===== config.mk =====
export PLATFORM = sky130hd
export DESIGN_NAME = trap_sequencer
export DESIGN_NICKNAME = d
export VERILOG_FILES = /design/src/rtl/trap_pkg.sv /design/src/rtl/trap_sequencer.sv
export SDC_FILE = /design/constraint.sdc
export NUM_CORES = 1
export LEC_CHECK = 0
export CELL_PAD_IN_SITES_DETAIL_PLACEMENT = 1
export CELL_PAD_IN_SITES_GLOBAL_PLACEMENT = 2
export CORE_MARGIN = 2
export CORE_UTILIZATION = 24
export DETAILED_ROUTE_END_ITERATION = 8
export PLACE_DENSITY = 0.92
export SYNTH_ARGS = -nofsm -noshare
export SYNTH_HDL_FRONTEND = slang
export SYNTH_SLANG_ARGS = --single-unit

===== constraint.sdc =====
create_clock -name clk -period 2.99 [get_ports clk]
set_input_delay 0.4485 -clock clk [delete_from_list [all_inputs] [get_ports clk]]
set_output_delay 0.4485 -clock clk [all_outputs]
set_load 0.005 [all_outputs]

===== src/rtl/trap_pkg.sv =====
// Shared types and helpers for the trap entry sequencer.
package trap_pkg;

  typedef enum logic [2:0] {
    IDLE,
    FLUSH,
    SAVE,
    VECTOR,
    ERROR
  } state_t;

  localparam logic [3:0] REASON_NONE  = 4'h0;
  localparam logic [3:0] REASON_IOINT = 4'h1;

  // Only the external I/O interrupt can be held off by PSR.ET.
  function automatic logic is_maskable(input logic [3:0] reason);
    return reason == REASON_IOINT;
  endfunction

endpackage


===== src/rtl/trap_sequencer.sv =====
// Trap entry sequencer: latch reason, flush pipe, save PC/PSR, issue vector fetch.
// Optional trap statistics counter enabled by defining TRAP_STATS_EN.
module trap_sequencer
  import trap_pkg::*;
#(
  parameter int ADDR_W    = 32,
  parameter int FLUSH_TMO = 64
`ifdef TRAP_STATS_EN
  , parameter int CNT_W   = 16
`endif
) (
  input  logic              clk,
  input  logic              rst,
  input  logic [3:0]        trap_reason,
  input  logic              traps_en,
  input  logic [ADDR_W-1:0] cur_pc,
  input  logic [7:0]        cur_psr,
  input  logic [ADDR_W-1:0] tbr_base,
  input  logic              pipe_drained,
  output logic              flush,
  output logic              save_we,
  output logic [ADDR_W-1:0] save_pc,
  output logic [7:0]        save_psr,
  output logic              vec_valid,
  input  logic              vec_ready,
  output logic [ADDR_W-1:0] vec_addr,
  output logic              busy,
  output logic              halt
`ifdef TRAP_STATS_EN
  , output logic [CNT_W-1:0] trap_cnt
`endif
);

  localparam int TMO_W = (FLUSH_TMO > 1) ? $clog2(FLUSH_TMO) : 1;
  localparam logic [TMO_W-1:0] TMO_LAST = TMO_W'(FLUSH_TMO - 1);

  state_t           state, state_nxt;
  logic [3:0]       reason_q;
  logic [TMO_W-1:0] tmo_cnt;
  logic             trap_pending;
  logic             accept;
  logic             double_trap;
  logic             unused_tbr_low;

  assign unused_tbr_low = ^tbr_base[7:0];

  assign trap_pending = (state == IDLE) && (trap_reason != REASON_NONE);
  // With traps disabled, an IOINT is simply held off; anything else is fatal.
  assign accept       = trap_pending && traps_en;
  assign double_trap  = trap_pending && !traps_en && !is_maskable(trap_reason);

  always_ff @(posedge clk) begin
    if (rst) begin
      state <= IDLE;
    end else begin
      state <= state_nxt;
    end
  end

  always_ff @(posedge clk) begin
    if (rst) begin
      reason_q <= REASON_NONE;
      save_pc  <= '0;
      save_psr <= '0;
      vec_addr <= '0;
      tmo_cnt  <= '0;
    end else begin
      if (accept) begin
        reason_q <= trap_reason;
        save_pc  <= cur_pc;
        save_psr <= cur_psr;
      end
      if (state == FLUSH) begin
        tmo_cnt <= tmo_cnt + TMO_W'(1);
      end else begin
        tmo_cnt <= '0;
      end
      // Registered so the address cannot move while vec_valid waits for ready.
      if (state == SAVE) begin
        vec_addr <= {tbr_base[ADDR_W-1:8], reason_q, 4'h0};
      end
    end
  end

`ifdef TRAP_STATS_EN
  always_ff @(posedge clk) begin
    if (rst) begin
      trap_cnt <= '0;
    end else if (accept) begin
      trap_cnt <= trap_cnt + CNT_W'(1);
    end
  end
`endif

  always_comb begin
    state_nxt = state;
    flush     = 1'b0;
    save_we   = 1'b0;
    vec_valid = 1'b0;
    halt      = 1'b0;
    case (state)
      IDLE: begin
        if (accept) begin
          state_nxt = FLUSH;
        end else if (double_trap) begin
          state_nxt = ERROR;
        end
      end
      FLUSH: begin
        flush = 1'b1;
        if (pipe_drained) begin
          state_nxt = SAVE;
        end else if (tmo_cnt == TMO_LAST) begin
          state_nxt = ERROR;
        end
      end
      SAVE: begin
        save_we   = 1'b1;
        state_nxt = VECTOR;
      end
      VECTOR: begin
        vec_valid = 1'b1;
        if (vec_ready) begin
          state_nxt = IDLE;
        end
      end
      ERROR: begin
        halt = 1'b1;
      end
      default: begin
        state_nxt = IDLE;
      end
    endcase
  end

  assign busy = (state != IDLE);

endmodule


# Yosys cells after proc, flatten, opt, wreduce, memory -nomap -nowiden
# Cells that the tools add are included.
[totals]
register_bits = 81
input_bits = 81
word_cells = 39
[op_classes]
n_bitwise = 2
n_mux = 10
reduce_logical = 11
n_eq_ne = 9
n_addsub = 1
[ops]
columns = ["op", "count"]
rows = [
  ["$mux W3", 5],
  ["$pmux W3 S5", 1],
  ["$add A6 B1 Y6 const B", 1],
  ["$eq A3 B2 Y1 const B", 2],
  ["$eq A6 B6 Y1 const B", 1],
  ["$eq A4 B1 Y1 const B", 1],
  ["$logic_and A1 B1 Y1", 4],
  ["$mux W1", 4],
  ["$reduce_and A4 Y1", 1],
  ["$reduce_bool A4 Y1", 1],
  ["$eq A3 B1 Y1 const B", 1],
  ["$eq A3 B3 Y1 const B", 1],
  ["$logic_not A3 Y1", 1],
  ["$ne A3 B2 Y1 const B", 1],
  ["$ne A3 B3 Y1 const B", 1],
  ["$reduce_bool A3 Y1", 1],
  ["$logic_not A1 Y1", 2],
  ["$ne A2 B2 Y1 const B", 1],
  ["$not A1 Y1", 2],
  ["$reduce_or A2 Y1", 1],
]

# Depth between registers and ports, before layout
# Gate-level depths: netlist of the first run.
[logic_depth]
depth_word = 7
ltp_mapped = 7

# Worst setup path before layout of the first run
# OpenSTA, ideal clock, no wires.
[synth_path]
path_type = "input port to flip-flop"
from = "input port trap_reason[3]"
to = "register save_pc[11]"
path_stages = 5
t_required_ns = 2.858
path_buffers = 2
setup_time_ns = 0.132
arrival_time_ns = 1.372
slack_ns = 1.486
path_cell_list = "or4_1 clkbuf_1 clkbuf_4 nand3_1 a21oi_1"
[synth_between]
elab_chain_len = 3
[synth_rtl]
columns = ["item", "line", "source"]
rows = [
  ["start: declaration", "trap_sequencer.sv:14", "input logic [3:0] trap_reason,"],
  ["$reduce_bool A4 Y1", "trap_sequencer.sv:47", "assign trap_pending = (state == IDLE) && (trap_reason != REASON_NONE);"],
  ["$logic_and A1 B1 Y1", "trap_sequencer.sv:47", ""],
  ["$logic_and A1 B1 Y1", "trap_sequencer.sv:49", "assign accept = trap_pending && traps_en;"],
  ["end signal: assignment", "trap_sequencer.sv:70", "save_pc <= cur_pc;"],
  ["end: declaration", "trap_sequencer.sv:22", "output logic [ADDR_W-1:0] save_pc,"],
]
# Every way passes these cells.
# A chain may end at the register's enable or synchronous reset.

# Worst setup path after layout of the first run
[layout_path]
from = "register state[1]"
to = "output port save_we"
[layout_between]
elab_chain_len = 2
[layout_rtl]
columns = ["item", "line", "source"]
rows = [
  ["start: declaration", "trap_sequencer.sv:37", "state_t state, state_nxt;"],
  ["start signal: assignment", "trap_sequencer.sv:56", "state <= state_nxt;"],
  ["$eq A3 B2 Y1", "trap_sequencer.sv:101", "case (state)"],
  ["$mux W1", "trap_sequencer.sv:101", ""],
  ["end: declaration", "trap_sequencer.sv:21", "output logic save_we,"],
]
# Every way passes these cells.

==> qor.txt, run 1 <==
Run status = completed
CP arrival = 1.95 ns
DR pass1 iterations = 4
Iter 0 DRT Violations = 139
Setup crit end kind = output pin
Main synth FF type = dfxtp_1
Via density = 4.678
Wirelength per Cell = 15.97 µm
Reg clk slew, reported paths = 0.06 ns
Hold_buf cts = 0
Final min period = 2.402 ns
Synth cell count leaders = dfxtp_1 (81), a21oi_1 (74), nand2_1 (63)
Post-Route WL = 11.10 mm
Worst slew pin tran = 0.8927 ns
Number of global-route vias before repair = 3425
Top-area cell type share of the netlist area = 0.4971
CTS tree = built
Sw Ratio = 0.2656
Period utilisation layout = 0.8034
Crit path max fanout = 13
Clock Sinks = 81
Reg-to-Reg Start = state[2]
Max_slew headroom = 0.4049
Residual DRC = 0
Syn avg cell area = 8.472 µm²
Req. time, crit path = 2.54 ns
Comb power frac = 0.227
Post_cts resized = 0
Reg2reg setup slack = 1.03 ns
Worst R2R Path Depth = 4
RR Endpoint = save_pc[2]
Crit path to = save_we
RSZ-0062 raised after global routing = false
HP Class = flop to flop
Die area = 0.01454 mm²
Setup Skew = 0.005190 ns
Setup crit start = state[1]
TritonCTS Buffers = 9
Horiz. Die Dim = 120.6 µm
Placed cell count = 679
Cell-by-cell trace of the critical path = or3b_1 > inv_2 > clkdlybuf4s50_1
Final net count = 596
Die Y = 120.6 µm
Port bufs = 145
Detail Placement HPWL = 7.683 mm
Slowest CP cell = dfxtp_1
GRT Total Usage = 0.1533
Max-cap violations = 0
Setup CP Type = flop to output pin
First-pass GRT wire length = 17.34 mm
Setup bufs post-CTS = 0
Pleak = 1.735 nW
Ys async rst share = 0
Crit path largest cell delay = 0.59 ns
Final setup fails = 0
Initial core utilization = 0.2463
Switching Power = 0.0008802 W
Cell Rows = 42
Number of flops mapped to enable cells by yosys = 0
Clock network fraction of design power = 0.389
GRT Residual Overflow = 0
Startpoint Class = flop
# IOs = 158
Part of the power in registers = 0.384
Finished Layout Cells = 695
Slew Viols, Final = 0
Clk_lat worst skew = 0.35 ns
Layout Area Growth over Synthesis = 56.23%
Most common cell in the netlist = dfxtp_1
Area leader, netlist = dfxtp_1
Largest net degree at the start of global routing = 49
Largest cells by area after synthesis = dfxtp_1 (50%), a21oi_1 (11%), nand2_1 (7.2%)
Initial antenna violation count = 0
Yosys warns = 0
Cell Pwr Density = 650.4 mW/mm²
Yosys reg bits = 81
Fin. Hold Viols = 0
CTS Root Cell = clkbuf_16
Core area = 0.01324 mm²
Antenna diodes = 0
Maximum clock frequency = 416.3 MHz
CTS H-Tree Depth = 3
Pint = 0.002434 W
Synth Instances = 385
Seq/Total Area, Yosys = 0.4971
Routed Antenna Nets = 0
Layout cells sized above 1 = 0.06744
Setup TNS = 0 ns
Total number of vias = 3251
Synthesized area = 0.003262 mm²
Synth unique cells = 38
VDD IR max = 0.2753 mV
Final GP Congestion = 0.6922
Bufs on Longest Clock Path = 2
[logic make-up (layout without fill, tap and decap cells)]
kind of cell	Yosys count	in the layout	share of synthesized area
adders and majority gates	1	1	0.003835
buffers and inverters	41	172	0.08362
other	1	4	0.001150
DFF	81	81	0.4971
AOI/OAI and AO/OA	129	129	0.2075
xor gates and xnor gates	3	3	0.008057
and+or+nand+nor	129	129	0.1987
[worst max-delay path: cells and delay by family, from the launching register on]
family / cells / cell delay [ns]
buffers and inverters: 2 / 0.60
flip-flops: 1 / 0.59
AND/OR/NAND/NOR: 1 / 0.42
[cells in the final DEF (no fill, tap or decap), types with 2 or more instances in the layout]
cell | synthesis | routed
clkinv_4 | 0 | 2
xor2_1 | 2 | 2
or3_1 | 2 | 2
nand3_2 | 4 | 4
buf_4 | 6 | 9
nand3_1 | 39 | 39
nand2_1 | 63 | 63
nor3_1 | 2 | 2
nor3b_1 | 2 | 2
dfxtp_1 | 81 | 81
o21ai_1 | 40 | 40
conb_1 | 1 | 4
and3b_1 | 2 | 2
clkbuf_16 | 0 | 9
o21ai_0 | 7 | 7
a21oi_1 | 74 | 74
nor2_1 | 6 | 6
nand2b_1 | 3 | 3
clkdlybuf4s50_1 | 0 | 144
bufinv_16 | 0 | 3
[state kept, by name, indices dropped and copies added (netlist names)]
signal	cells
reason_q	4
save_pc	32
save_psr	8
state	3
tmo_cnt	6
vec_addr	28
[layer usage]
layer | routed length (µm) | track usage | part of all wire | vias to the layer above
met5 | 0 | 0 | 0 | -
met4 | 171 | 0.04578 | 0.015 | 0
met3 | 673 | 0.05802 | 0.061 | 14
met2 | 5747 | 0.2726 | 0.52 | 90
met1 | 4503 | 0.1691 | 0.41 | 1563
li1 | - | - | - | 1584
[through the flow]
stage                     worst slack [ns]    util  hold WS, ns  power, W  instance area (µm²)
after floorplan                      1.486       -       0.4299  0.001693                 3273
after global placement              0.5852  0.3581       0.4403  0.002021                 4742
after detailed placement            0.5001  0.3581       0.4456  0.002058                 4742
after CTS                           0.5623  0.3848       0.4573  0.003372                 5096
after global routing                0.4690  0.3848       0.4713  0.003501                 5096
final                               0.5877  0.3848       0.4538  0.003314                 5096
[power by group through the flow]
stage | Sequential, W | Combinational [W] | Clock [W]
CTS | 0.00127 | 0.000768 | 0.00133
finish | 0.00127 | 0.000753 | 0.00129
floorplan | 0.00127 | 0.000418 | 0
detailed placement | 0.00130 | 0.000762 | 0
global route | 0.00129 | 0.000829 | 0.00139
global placement | 0.00129 | 0.000734 | 0
[worst min path at each step]
stage / startpoint / slack, ns / endpoint / cells past startpoint
after global placement: reason_q[2] / 0.44 / vec_addr[6] / 2
after global routing: reason_q[1] / 0.47 / vec_addr[5] / 2
after floorplan: tmo_cnt[0] / 0.43 / tmo_cnt[0] / 1
after CTS: reason_q[0] / 0.46 / vec_addr[4] / 2
final: reason_q[1] / 0.45 / vec_addr[5] / 2
after detailed placement: reason_q[1] / 0.45 / vec_addr[5] / 2
[cell type report]
cell class	count	area, µm²
Clock inverter	6	115.1
Tap cell	176	220.2
Clock buffer	10	239.0
Multi-Input combinational cell	266	1379
Timing Repair Buffer	154	1514
Inverter	2	7.507
Sequential cell	81	1622
Fill cell	1546	8147
(Power assumes the default switching activity.)
==> run 2, diff against run 1 <==
--- a/config.mk
+++ b/config.mk
@@ -8,9 +8,9 @@
 export CELL_PAD_IN_SITES_DETAIL_PLACEMENT = 1
 export CELL_PAD_IN_SITES_GLOBAL_PLACEMENT = 2
 export CORE_MARGIN = 2
-export CORE_UTILIZATION = 24
+export CORE_UTILIZATION = 22
 export DETAILED_ROUTE_END_ITERATION = 8
-export PLACE_DENSITY = 0.92
+export PLACE_DENSITY = 0.86
 export SYNTH_ARGS = -nofsm -noshare
 export SYNTH_HDL_FRONTEND = slang
 export SYNTH_SLANG_ARGS = --single-unit
==> constraint.sdc (replaced) <==
create_clock -name clk -period 2.4 [get_ports clk]
set_input_delay 0.36 -clock clk [delete_from_list [all_inputs] [get_ports clk]]
set_output_delay 0.36 -clock clk [all_outputs]
set_load 0.005 [all_outputs]
==> run 2 against run 1 <==
Cell area is 0.25% lower. Clock-buffer cell count shrank 1. Largest cell class unchanged. Largest power group is now registers. Highest routed layer unchanged. First-iteration DRC count decreased by 21%. Cell count up 1.4%. Global-route usage fell by 1.9 points.
==> qor.txt, run 2 (synthesis gave the netlist of run 1 again) <==
Final GP Congestion = 0.6770 (-2.2%)
# IOs = 158 (unchanged)
WL met3 = 714 µm (+6.1%)
Reg-to-Reg Start = state[2]
Reg clk slew, reported paths = 0.07 ns (about the same)
Setup TNS = 0 ns (unchanged)
Antenna diodes = 0 (unchanged)
Setup crit start = state[2]
Part of the power in registers = 0.404 (+0.020)
Slowest CP cell = clkdlybuf4s50_1
PnR worst setup slack = 0.2463 ns (-0.3414 ns)
Residual DRC = 0 (unchanged)
Place WS = 0.2780 ns (-0.2221 ns)
Commonest non-fill, non-tap cell in the layout = clkdlybuf4s50_1
Startpoint Class = flop
Setup Skew = 0.006319 ns (+0.001129 ns)
Core area = 0.01453 mm² (+9.8%)
Maximum clock frequency = 464.3 MHz
Clock network fraction of design power = 0.357 (-0.032)
Pleak = 1.726 nW (-0.52%)
Fillers = 1709 (+11%)
WHS = 0.4340 ns (-0.01977 ns)
CTS H-Tree Depth = 3 (unchanged)
Register bank with the most flops = save_pc
CTS Root Cell = clkbuf_16
Horiz. Die Dim = 125.8 µm (+4.3%)
Run status = completed
Fin. Hold Viols = 0 (unchanged)
Cell-by-cell trace of the critical path = nor3b_1 > clkdlybuf4s50_1
GRT Total Usage = 0.1345 (-0.01885)
Initial antenna violation count = 0 (unchanged)
Final min period = 2.154 ns
Switching Power = 0.001112 W (+26%)
Wirelength per Cell = 15.03 µm (-5.9%)
Total number of vias = 3214 (-1.1%)
Crit path max fanout = 11 (-2)
Largest net degree at the start of global routing = 44 (-10%)
RSZ-0062 raised after global routing = false
CTS tree = built
Final setup fails = 0 (unchanged)
Layout Area Growth over Synthesis = 55.85%
Pint = 0.002804 W (+15%)
VDD IR max = 0.4146 mV (+51%)
Routed Antenna Nets = 0 (unchanged)
Detail Placement HPWL = 7.398 mm (-3.7%)
Final core occ = 0.3498 (-0.03505)
Cell Pwr Density = 770.3 mW/mm² (+18%)
Cell Rows = 44 (+4.8%)
Crit path largest cell delay = 0.58 ns (about the same)
Met1 wire length = 4.578 mm (+1.7%)
DP Area = 0.004780 mm² (+0.79%)
Setup CP Type = flop to output pin
Setup crit end kind = output pin
Post-route cell area = 0.005084 mm² (-0.25%)
Number of global-route vias before repair = 3375 (-1.5%)
Highest routed layer = met4
First-pass GRT wire length = 16.97 mm (-2.1%)
Layout cells sized above 1 = 0.07294 (+0.005499)
Period utilisation layout = 0.8974
Clk_lat worst skew = 0.34 ns (about the same)
Most frequent cells in the layout = clkdlybuf4s50_1 (144), dfxtp_1 (80), a21oi_1 (74), nand2_1 (63), o21ai_1 (40)
Sw Ratio = 0.2839 (+0.01831)
Number of flip-flops in the largest register = 32 (unchanged)
Iter 0 DRT Violations = 110 (-21%)
DR pass1 iterations = 4 (unchanged)
CP arrival = 1.79 ns (-0.16 ns)
Die area = 0.01582 mm² (+8.8%)
Bufs on Longest Clock Path = 2 (unchanged)
Max-cap violations = 0 (unchanged)
Via density = 4.559 (-2.5%)
TritonCTS Buffers = 9 (unchanged)
Die Y = 125.8 µm (+4.3%)
Hold path startpoint = rst
Post-Route WL = 10.60 mm (-4.5%)
Initial core utilization = 0.2244 (-0.02188)
Port bufs = 145 (unchanged)
Comb power frac = 0.239 (+0.012)
Clock Sinks = 81 (unchanged)
Slew Viols, Final = 0 (unchanged)
HP Class = input port to flop
Largest regs = save_pc x32, vec_addr x28, save_psr x8
Met2 Wirelength = 5.208 mm (-9.4%)
GRT Residual Overflow = 0 (unchanged)
Req. time, crit path = 2.04 ns (-0.50 ns)
Final net count = 598 (+0.34%)
==> run 2: routing by layer <==
layer / global-route usage / vias to the layer above
li1: - / 1585
met1: 0.1487 / 1536
met2: 0.2372 / 85
met3: 0.06075 / 8
met4: 0.03103 / 0
met5: 0 / -
==> run 2: final cells by class <==
cell class	count	area, µm²	share of cell area
inverters	2	7.507	0.001477
flip-flops and latches	81	1623	0.3192
well taps	184	230.2	0.04529
clock inverters	7	77.57	0.01526
multi-input cells	266	1379	0.2712
clock buffers	9	225.2	0.04430
repair buffers	156	1541	0.3032
==> run 2: what timing repair did <==
| action | in CTS | in global routing |
|---|---|---|
| setup endpoints to repair | 0 | 1 |
| resized for setup | 0 | 1 |
| hold buffers | 0 | 0 |
| setup buffers | 0 | 0 |
==> run 2: stage by stage <==
stage          cells  power (W)
2_1_floorplan    388   0.002109
3_3_place_gp     689   0.002529
3_5_place_dp     689   0.002564
4_1_cts          705   0.003989
5_1_grt          705   0.004153
6_report         705   0.003916
==> run 2: path summary, 6_finish.rpt <==
check                                     to  slack [ns]  depth (start not counted)
worst min register to register  vec_addr[23]        0.45                          2
worst max-delay path                    halt        0.25                          2
worst min-delay path            vec_addr[23]        0.43                          2
worst max register to register    save_pc[4]        0.70                          4
==> run 2: critical path, delay by kind of cell, from the launching register on <==
family	cells	cell delay (ns)
buffers and inverters	1	0.58
DFF	1	0.55
and+or+nand+nor	1	0.32
==> run 2: power groups by stage <==
| stage | Clock, W | Sequential, W | Combinational [W] |
|---|---|---|---|
| 3_3_place_gp | 0 | 0.00160 | 0.000928 |
| 6_report | 0.00140 | 0.00158 | 0.000937 |
| 4_1_cts | 0.00145 | 0.00158 | 0.000961 |
| 2_1_floorplan | 0 | 0.00159 | 0.000521 |
| 5_1_grt | 0.00152 | 0.00160 | 0.00104 |
| 3_5_place_dp | 0 | 0.00161 | 0.000955 |
==> run 3, diff against run 2 <==
--- a/config.mk
+++ b/config.mk
@@ -9,6 +9,7 @@
 export CELL_PAD_IN_SITES_GLOBAL_PLACEMENT = 2
 export CORE_MARGIN = 2
 export CORE_UTILIZATION = 22
+export CTS_CLUSTER_SIZE = 25
 export DETAILED_ROUTE_END_ITERATION = 8
 export PLACE_DENSITY = 0.86
 export SYNTH_ARGS = -nofsm -noshare
==> results of run 3 <==
No change in the layout: final DEF, timing and power equal those of run 2.
